[src/rtl/capture_seg.sv]
// Segmented capture controller: splits the sample RAM into NUM_SEG ring segments and
// captures one trigger window (pre/post) per segment, reporting each segment's end address.
module capture_seg #(
   parameter int ENTRIES   = 384,
   parameter int LOG2      = 9,
   parameter int NUM_SEG   = 4,
   parameter int SEG_LOG2  = 2,
   parameter int SEG_DEPTH = ENTRIES / NUM_SEG
) (
   input  logic                clk,
   input  logic                rst,
   input  logic                wrt_smpl,
   input  logic                run,
   input  logic                capture_done,
   input  logic                triggered,
   input  logic [LOG2-1:0]     trig_pos,
   input  logic [SEG_LOG2-1:0] seg_last,
   output logic                we,
   output logic [LOG2-1:0]     waddr,
   output logic                armed,
   output logic                set_capture_done,
   output logic                trig_rearm,
   output logic                seg_wr,
   output logic [SEG_LOG2-1:0] seg_idx,
   output logic [LOG2-1:0]     seg_end_addr
);

   typedef enum logic [1:0] {S_IDLE, S_CAPTURE, S_REARM, S_WAIT_RD} state_t;

   state_t              state_q, state_d;
   logic [LOG2-1:0]     offset_q, offset_d;
   logic [LOG2-1:0]     fill_q, fill_d;
   logic [LOG2-1:0]     post_cnt_q, post_cnt_d;
   logic [SEG_LOG2-1:0] seg_idx_q, seg_idx_d;
   logic [LOG2-1:0]     seg_end_q, seg_end_d;
   logic                armed_q, armed_d;

   logic [LOG2-1:0]     tp_s, thr_s, fill_inc_s, off_inc_s, seg_base_s, waddr_s;
   logic [SEG_LOG2-1:0] last_s;
   logic                we_s, counted_s, complete_s, is_last_s;

   // Clamped window settings, write strobe and completion detection
   always_comb begin
      tp_s       = (trig_pos > LOG2'(SEG_DEPTH - 1)) ? LOG2'(SEG_DEPTH - 1) : trig_pos;
      last_s     = (int'(seg_last) > NUM_SEG - 1) ? SEG_LOG2'(NUM_SEG - 1) : seg_last;
      thr_s      = LOG2'(SEG_DEPTH - 1) - tp_s;
      fill_inc_s = (fill_q == LOG2'(SEG_DEPTH)) ? fill_q : fill_q + LOG2'(1);
      off_inc_s  = (offset_q == LOG2'(SEG_DEPTH - 1)) ? LOG2'(0) : offset_q + LOG2'(1);
      seg_base_s = LOG2'(seg_idx_q) * LOG2'(SEG_DEPTH);
      waddr_s    = seg_base_s + offset_q;
      we_s       = wrt_smpl & run & ~capture_done & (state_q == S_CAPTURE);
      // A trigger seen before the pre-trigger window is full is deliberately ignored
      counted_s  = we_s & triggered & armed_q;
      complete_s = counted_s & (post_cnt_q == tp_s);
      is_last_s  = (seg_idx_q == last_s);
   end

   // Next-state logic for the capture sequencer and its counters
   always_comb begin
      state_d    = state_q;
      offset_d   = offset_q;
      fill_d     = fill_q;
      post_cnt_d = post_cnt_q;
      seg_idx_d  = seg_idx_q;
      seg_end_d  = seg_end_q;
      armed_d    = armed_q;
      case (state_q)
         S_IDLE: begin
            armed_d = 1'b0;
            if (run) begin
               offset_d   = LOG2'(0);
               fill_d     = LOG2'(0);
               post_cnt_d = LOG2'(0);
               seg_idx_d  = SEG_LOG2'(0);
               state_d    = S_CAPTURE;
            end else begin
               state_d = S_IDLE;
            end
         end
         S_CAPTURE: begin
            if (!run) begin
               armed_d = 1'b0;
               state_d = S_IDLE;
            end else if (complete_s) begin
               seg_end_d = waddr_s;
               armed_d   = 1'b0;
               if (is_last_s) begin
                  offset_d = off_inc_s;
                  fill_d   = fill_inc_s;
                  state_d  = S_WAIT_RD;
               end else begin
                  seg_idx_d  = seg_idx_q + SEG_LOG2'(1);
                  offset_d   = LOG2'(0);
                  fill_d     = LOG2'(0);
                  post_cnt_d = LOG2'(0);
                  state_d    = S_REARM;
               end
            end else if (we_s) begin
               offset_d = off_inc_s;
               fill_d   = fill_inc_s;
               if (counted_s) begin
                  post_cnt_d = post_cnt_q + LOG2'(1);
               end else begin
                  post_cnt_d = post_cnt_q;
               end
               if (fill_inc_s >= thr_s) begin
                  armed_d = 1'b1;
               end else begin
                  armed_d = armed_q;
               end
            end else begin
               state_d = S_CAPTURE;
            end
         end
         S_REARM: begin
            if (!run) begin
               armed_d = 1'b0;
               state_d = S_IDLE;
            end else if (!triggered) begin
               state_d = S_CAPTURE;
            end else begin
               state_d = S_REARM;
            end
         end
         S_WAIT_RD: begin
            if (!capture_done) begin
               state_d = S_IDLE;
            end else begin
               state_d = S_WAIT_RD;
            end
         end
         default: begin
            armed_d = 1'b0;
            state_d = S_IDLE;
         end
      endcase
   end

   // State and counter registers
   always_ff @(posedge clk) begin
      if (rst) begin
         state_q    <= S_IDLE;
         offset_q   <= LOG2'(0);
         fill_q     <= LOG2'(0);
         post_cnt_q <= LOG2'(0);
         seg_idx_q  <= SEG_LOG2'(0);
         seg_end_q  <= LOG2'(0);
         armed_q    <= 1'b0;
      end else begin
         state_q    <= state_d;
         offset_q   <= offset_d;
         fill_q     <= fill_d;
         post_cnt_q <= post_cnt_d;
         seg_idx_q  <= seg_idx_d;
         seg_end_q  <= seg_end_d;
         armed_q    <= armed_d;
      end
   end

   assign we               = we_s;
   assign waddr            = waddr_s;
   assign armed            = armed_q;
   assign seg_wr           = complete_s;
   assign set_capture_done = complete_s & is_last_s;
   assign trig_rearm       = complete_s & ~is_last_s;
   assign seg_idx          = seg_idx_q;
   assign seg_end_addr     = seg_end_q;

endmodule
[config.mk]
export PLATFORM = sky130hd
export DESIGN_NAME = capture_seg
export DESIGN_NICKNAME = d
export VERILOG_FILES = /design/src/rtl/capture_seg.sv
export SDC_FILE = /design/constraint.sdc
export NUM_CORES = 1
export LEC_CHECK = 0
export ABC_AREA = 1
export CAP_MARGIN = 10
export CORE_MARGIN = 4
export CORE_UTILIZATION = 59
export CTS_CLUSTER_SIZE = 16
export DETAILED_ROUTE_END_ITERATION = 7
export GPL_ROUTABILITY_DRIVEN = 0
export PLACE_DENSITY = 0.9
export SYNTH_ARGS = -nofsm -noshare
export SYNTH_HDL_FRONTEND = slang
export SYNTH_SLANG_ARGS = --single-unit
[constraint.sdc]
create_clock -name clk -period 4.8 [get_ports clk]
set_input_delay 0.72 -clock clk [delete_from_list [all_inputs] [get_ports clk]]
set_output_delay 0.72 -clock clk [all_outputs]
set_load 0.005 [all_outputs]
==> results.yml, run 1 <==
synth:
  synth_top_cell_by_area: "dfxtp_1"
  netlist_area_um2: 2800
  synth_top_area_share_pct: 29.3
  postSynthAreaPerCell_um2: 6.75
  synth_nets: 452
  ys_top_cells_by_area: "dfxtp_1 29%, nand2_1 11%, ha_1 8.5%, inv_1 6.6%, a21oi_1 6.4%"
  synth.yosys.seq_area_share_pct: 29.3
  synth.distinct_cells: 35
  synthCells: 415
  synth_seq_cells: 41
  yosys_warnings: 0
sta:
  hold_viol_final: 0
  fin_crit_ns: 4.02
  tns_ns: 0
  worst_pin_slew_ns: 0.747
  fin_crit_sh_pct: 83.8
  slew_headroom_pct: 50.2
  maxSlewViolCount: 0
  rsz0062_at_grt: "no"
  fmax_mhz: 249
  setup_viol: 0
  finClkSkew_ns: 0.00533
worst_setup_path:
  endpoint_kind: "output pin"
  worst_path_dominant_cell_family: "simple AND/OR/NAND/NOR gates"
  regToRegSetupSlack_ns: 2.30
  cp_num_buf_inv: 3
  slowest_delay_ns: 0.54
  crit_chain: "clkdlybuf4s50_1 -> nor2_2 -> nand2_1 -> nand2_1 -> nand2_1 -> nor2_1 -> nand2_1 -> nor2_1 -> nand2_2 -> inv_2 -> clkdlybuf4s50_1"
  worstPathMaxFanout: 14
  crit_required_ns: 4.08
  critPathSlowestCell: "clkdlybuf4s50_1"
  cp_common_cell: "nand2_1"
  arrival_ns: 3.30
  start_kind: "input port"
  critical_path_class: "in2out"
route:
  vias_per_cell: 5.62
  routed_wl_mm: 7.20
  post_drt_wl_per_cell_um: 14.4
  first_pass_iters: 4
  drtIter0Drc: 313
  vias: 2812
  ant_nets: 0
  drc_errors: 0
cts:
  clk_latency_ns: 0.30
  cts_max_path_buffers: 2
  clkSinkCount: 41
  htree_levels: 2
  postCtsSetupBuffers: 0
  clkSlewWorstSetupHoldPaths_ns: 0.08
  cts_resized: 0
  cts_buffers: 5
  cts_hold_buf: 0
  cts_root_buffer: "clkbuf_8"
  cts_tree: "built"
cells_and_area:
  fin_area_um2: 3290
  antenna_cells: 0
  layout.cells.most_common_list: "85 x nand2_1, 49 x inv_1, 47 x nor2_1, 41 x dfxtp_1, 41 x clkdlybuf4s50_1"
  final_util_pct: 73.6
  drive_gt1_share_pct: 5.80
  nets: 485
  syn2layout_area_growth_pct: 17.6
  final_common_cell: "nand2_1"
  fill_cells: 351
power:
  power_leakage_nw: 1.43
  pwr-share-comb_pct: 15.3
  power_frac_seq_pct: 47.4
  p_sw_share_pct: 27.7
  internal_power_mw: 0.543
  vdd_drop_max_v: 0.000141
  power.switching_mw: 0.208
  power.density_nw_per_um2: 228
  power.share.clock_pct: 37.2
global_routing:
  grt_max_degree: 25
  grt_pass1_vias: 2754
  antenna_found_initial: 0
  grt_pass1_wl_mm: 12.4
  overflow: 0
  track_usage_pct: 25.2
die:
  die_h_um: 76.9
  ioPinCount: 42
  initial_core_util_pct: 62.6
  core_area_um2: 4470
  die_x_um: 76.9
  dieArea_um2: 5910
  rows: 24
job:
  maxCapViolations: 0
hold_path:
  hold_class: "reg2reg"
status:
  status: "finished, final reports clean"
placed_design:
  place_area_um2: 3190
  port_buffers: 41
  hpwl_mm: 4.95
## layout make-up
cell class                 instances  area (µm²)  area share, %
inverter                          53         199           6.04
tap                               52        65.1           1.97
sequential                        41         821           24.9
timing repair buffer              43         425           12.9
multi-input combinational        304        1680           51.0
clock inverter                     2        35.0           1.06
clock buffer                       5        68.8           2.09
## stage by stage
step / std cells / total power [mW] / setup slack (ns) / hold WS [ns]
final: 500 / 0.752 / 0.779 / 0.490
after global routing: 500 / 0.776 / 0.582 / 0.532
after CTS: 500 / 0.746 / 0.819 / 0.491
after detailed placement: 493 / 0.475 / 0.978 / 0.480
after global placement: 493 / 0.471 / 1.04 / 0.452
after floorplan: 415 / 0.436 / 2.20 / 0.455
## state kept, by name (all words and copies together), names as in the netlist
signal / count
armed: 1
fill_q: 9
offset_q: 9
post_cnt_q: 9
seg_end_addr: 9
seg_idx: 2
state_q: 2
## path summary, 6_finish.rpt
kind                                              from                  to  cells after the start
worst max-delay path                       trig_pos[8]              seg_wr                     11
worst min-delay path                armed$_SDFFE_PP0P_  armed$_SDFFE_PP0P_                      2
worst max register to register  fill_q[1]$_SDFFE_PP0P_  armed$_SDFFE_PP0P_                     13
worst min register to register      armed$_SDFFE_PP0P_  armed$_SDFFE_PP0P_                      2
## logic make-up (layout without fill, tap and decap cells)
family | count (synthesis) | in the layout | synth area share [%]
AND/OR/NAND/NOR | 200 | 200 | 31.9
buffers and inverters | 70 | 103 | 10.7
AO/OA/AOI/OAI | 62 | 62 | 12.2
flip-flops | 41 | 41 | 29.3
XOR/XNOR | 21 | 21 | 6.57
adder cells (fa/ha/maj) | 20 | 20 | 9.20
other | 1 | 1 | 0.134
## layer usage
metal / global-route usage, % / vias up / part of all wire, %
li1: - / 1405 / -
met3: 5.62 / 25 / 8.0
met4: 11.2 / 0 / 2.9
met2: 41.7 / 124 / 46
met5: 0 / - / 0
met1: 31.1 / 1258 / 44
## power by group through the flow
stage,combinational [mW],clock (mW),sequential [mW]
after floorplan,0.0739,0,0.362
after global placement,0.107,0,0.364
after detailed placement,0.111,0,0.364
after CTS,0.113,0.276,0.356
after global routing,0.128,0.291,0.358
final,0.115,0.280,0.357
## synth_stat cells (all sizes together)
cell type  number
a211oi          1
a21oi          37
a31oi           1
a41oi           1
buf            11
clkbuf          6
clkinv          2
conb            1
dfxtp          41
fa              1
ha             19
inv            51
nand2          90
nand3          33
nand3b          4
nand4          10
nor2           51
nor3           11
nor3b           1
o211ai          1
o21ai          20
o32ai           1
xnor2           6
xor2           15
## tightest hold or removal path, cell delays in order (launching register included)
cell and delay, ns:
dfxtp_1 0.34, inv_1 0.05, a21oi_1 0.06
No activity file was read; power rests on OpenSTA's default activity.
==> inputs of run 2 (changes only) <==
--- a/config.mk
+++ b/config.mk
@@ -8,11 +8,11 @@
 export ABC_AREA = 1
 export CAP_MARGIN = 10
 export CORE_MARGIN = 4
-export CORE_UTILIZATION = 59
+export CORE_UTILIZATION = 49
 export CTS_CLUSTER_SIZE = 16
 export DETAILED_ROUTE_END_ITERATION = 7
 export GPL_ROUTABILITY_DRIVEN = 0
-export PLACE_DENSITY = 0.9
+export PLACE_DENSITY = 0.8
 export SYNTH_ARGS = -nofsm -noshare
 export SYNTH_HDL_FRONTEND = slang
 export SYNTH_SLANG_ARGS = --single-unit
==> constraint.sdc (replaced) <==
create_clock -name clk -period 3.55 [get_ports clk]
set_input_delay 0.5325 -clock clk [delete_from_list [all_inputs] [get_ports clk]]
set_output_delay 0.5325 -clock clk [all_outputs]
set_load 0.005 [all_outputs]
==> run 2 against run 1 <==
Against the previous run: critical path depth is the same; sequential share of layout area shrank 0.51 points; via count shrank 2.2%; combinational power grew 33%; wire length shrank 8.7%; worst setup slack lost 0.48 ns; total power grew 38%; utilization shrank 13 points; largest power group unchanged; register-to-register slack lost 1.2 ns; design area grew 2.1%.
==> results.yml, run 2 (synthesized netlist as in run 1, its figures left out) <==
hold_path:
  hold_depth: 2
  worstHoldStart: "armed$_SDFFE_PP0P_"
  hold_class: "reg2reg"
  worst_hold_path.endpoint: "armed$_SDFFE_PP0P_"
global_routing:
  grt_pass1_wl_mm: 11.7
  grt_max_degree: 24
  antenna_found_initial: 0
  busiest_layer: "met2"
  track_usage_pct: 19.8
  use_met1_pct: 25.8
  grt_pass1_vias: 2602
  use_met3_pct: 4.94
  overflow: 0
  grtUsageMet2_pct: 31.6
status:
  status: "finished, final reports clean"
power:
  power_leakage_nw: 1.45
  power.density_nw_per_um2: 307
  vdd_drop_max_v: 0.000174
route:
  routed_wl_mm: 6.57
  drc_errors: 0
  drtIter0Drc: 266
  vias_per_cell: 5.25
  first_pass_iters: 5
  vias: 2750
  ant_nets: 0
  post_drt_wl_per_cell_um: 12.5
cells_and_area:
  syn2layout_area_growth_pct: 20.1
  regArea_um2: 821
  fill_cells: 527
  multi_input_area_um2: 1690
  final_util_pct: 60.7
  layout.cells.most_common_list: "85 x nand2_1, 49 x inv_1, 47 x nor2_1, 41 x dfxtp_1, 41 x clkdlybuf4s50_1"
  drive_gt1_share_pct: 6.64
  nets: 488
  antenna_cells: 0
  final_common_cell: "nand2_1"
sta:
  fin_crit_sh_pct: 91.5
  maxSlewViolCount: 0
  finClkSkew_ns: 0.00681
  slew_headroom_pct: 50.2
  fmax_mhz: 308
  tns_ns: 0
  hold_viol_final: 0
  worst_pin_slew_ns: 0.747
  rsz0062_at_grt: "no"
  worst_slack_ns: 0.301
  fin_crit_ns: 3.25
  setup_viol: 0
die:
  rows: 27
  die_x_um: 83.6
  die_h_um: 83.6
  core_area_um2: 5540
  dieArea_um2: 6990
  ioPinCount: 42
  initial_core_util_pct: 50.5
worst_setup_path:
  r2r_start: "fill_q[1]$_SDFFE_PP0P_"
  critPathSlowestCell: "clkdlybuf4s50_1"
  critical_path.reg2reg.endpoint: "armed$_SDFFE_PP0P_"
  regToRegSetupSlack_ns: 1.05
  critical_path_class: "in2out"
  r2r.worst_path.cells: 11
  cp_common_cell: "nand2_1"
  crit_required_ns: 3.02
  start_kind: "input port"
  worstPathMaxFanout: 13
  endpoint_kind: "output pin"
  arrival_ns: 2.72
  slowest_delay_ns: 0.52
  crit_chain: "clkdlybuf4s50_1 -> nor2_4 -> nand2_1 -> nand2_1 -> nand2_1 -> nor2_1 -> nand2_1 -> nor2_1 -> nand2_2 -> nor2_1 -> clkdlybuf4s50_1"
cts:
  cts_hold_buf: 0
  cts_max_path_buffers: 2
  htree_levels: 2
  cts_buffers: 5
  clk_latency_ns: 0.30
  clkSlewWorstSetupHoldPaths_ns: 0.08
  cts_tree: "built"
  cts_root_buffer: "clkbuf_8"
  clkSinkCount: 41
placed_design:
  place_ws_ns: 0.183
  hpwl_mm: 4.89
  port_buffers: 41
job:
  maxCapViolations: 0
==> run 2: power by group <==
group	switching, mW	internal [mW]	total (mW)
Combinational	0.0917	0.0613	0.153
Clock	0.170	0.229	0.399
Sequential	0.0126	0.469	0.482
==> run 2: layout make-up <==
cell class | instances | share of cell area (%)
Multi-Input combinational cell | 304 | 50.1
Sequential cell | 41 | 24.4
Timing Repair Buffer | 46 | 13.3
Inverter | 53 | 5.92
Tap cell | 72 | 2.68
Clock buffer | 6 | 2.46
Clock inverter | 2 | 1.12
==> run 2: how the worst max path moves through the flow <==
| stage | start | to | slack, ns | depth (start not counted) |
|---|---|---|---|---|
| floorplan | trig_pos[8] | seg_wr | 1.32 | 12 |
| global placement | trig_pos[8] | trig_rearm | 0.26 | 11 |
| detailed placement | trig_pos[8] | trig_rearm | 0.18 | 11 |
| CTS | trig_pos[8] | trig_rearm | 0.18 | 11 |
| global route | trig_pos[8] | trig_rearm | 0.13 | 11 |
| finish | trig_pos[8] | trig_rearm | 0.30 | 11 |
==> run 2: repair_timing <==
item                                    CTS  global route
buffers inserted                          0             0
hold endpoints to repair                  0             0
endpoints found under the setup margin    0             1
gates resized for setup                   0             1
==> run 2: metrics by stage <==
step / power, mW / instances / instance area (µm²) / hold WS, ns
after floorplan: 0.589 / 415 / 2800 / 0.455
after global placement: 0.640 / 516 / 3240 / 0.455
after detailed placement: 0.643 / 516 / 3240 / 0.468
after CTS: 1.04 / 524 / 3360 / 0.479
after global routing: 1.08 / 524 / 3360 / 0.500
final: 1.03 / 524 / 3360 / 0.475
==> run 2: layer usage <==
metal,vias up,part of all wire [%],wire length (µm)
met5,-,0,0
met3,13,4.7,312
met4,0,1.8,116
met2,72,46,3000
met1,1258,48,3140
li1,1407,-,-
==> run 2: critical path, delay by kind of cell <==
kind	cells	cell delay, ns
buffers and inverters	2	0.97
and+or+nand+nor	9	1.21
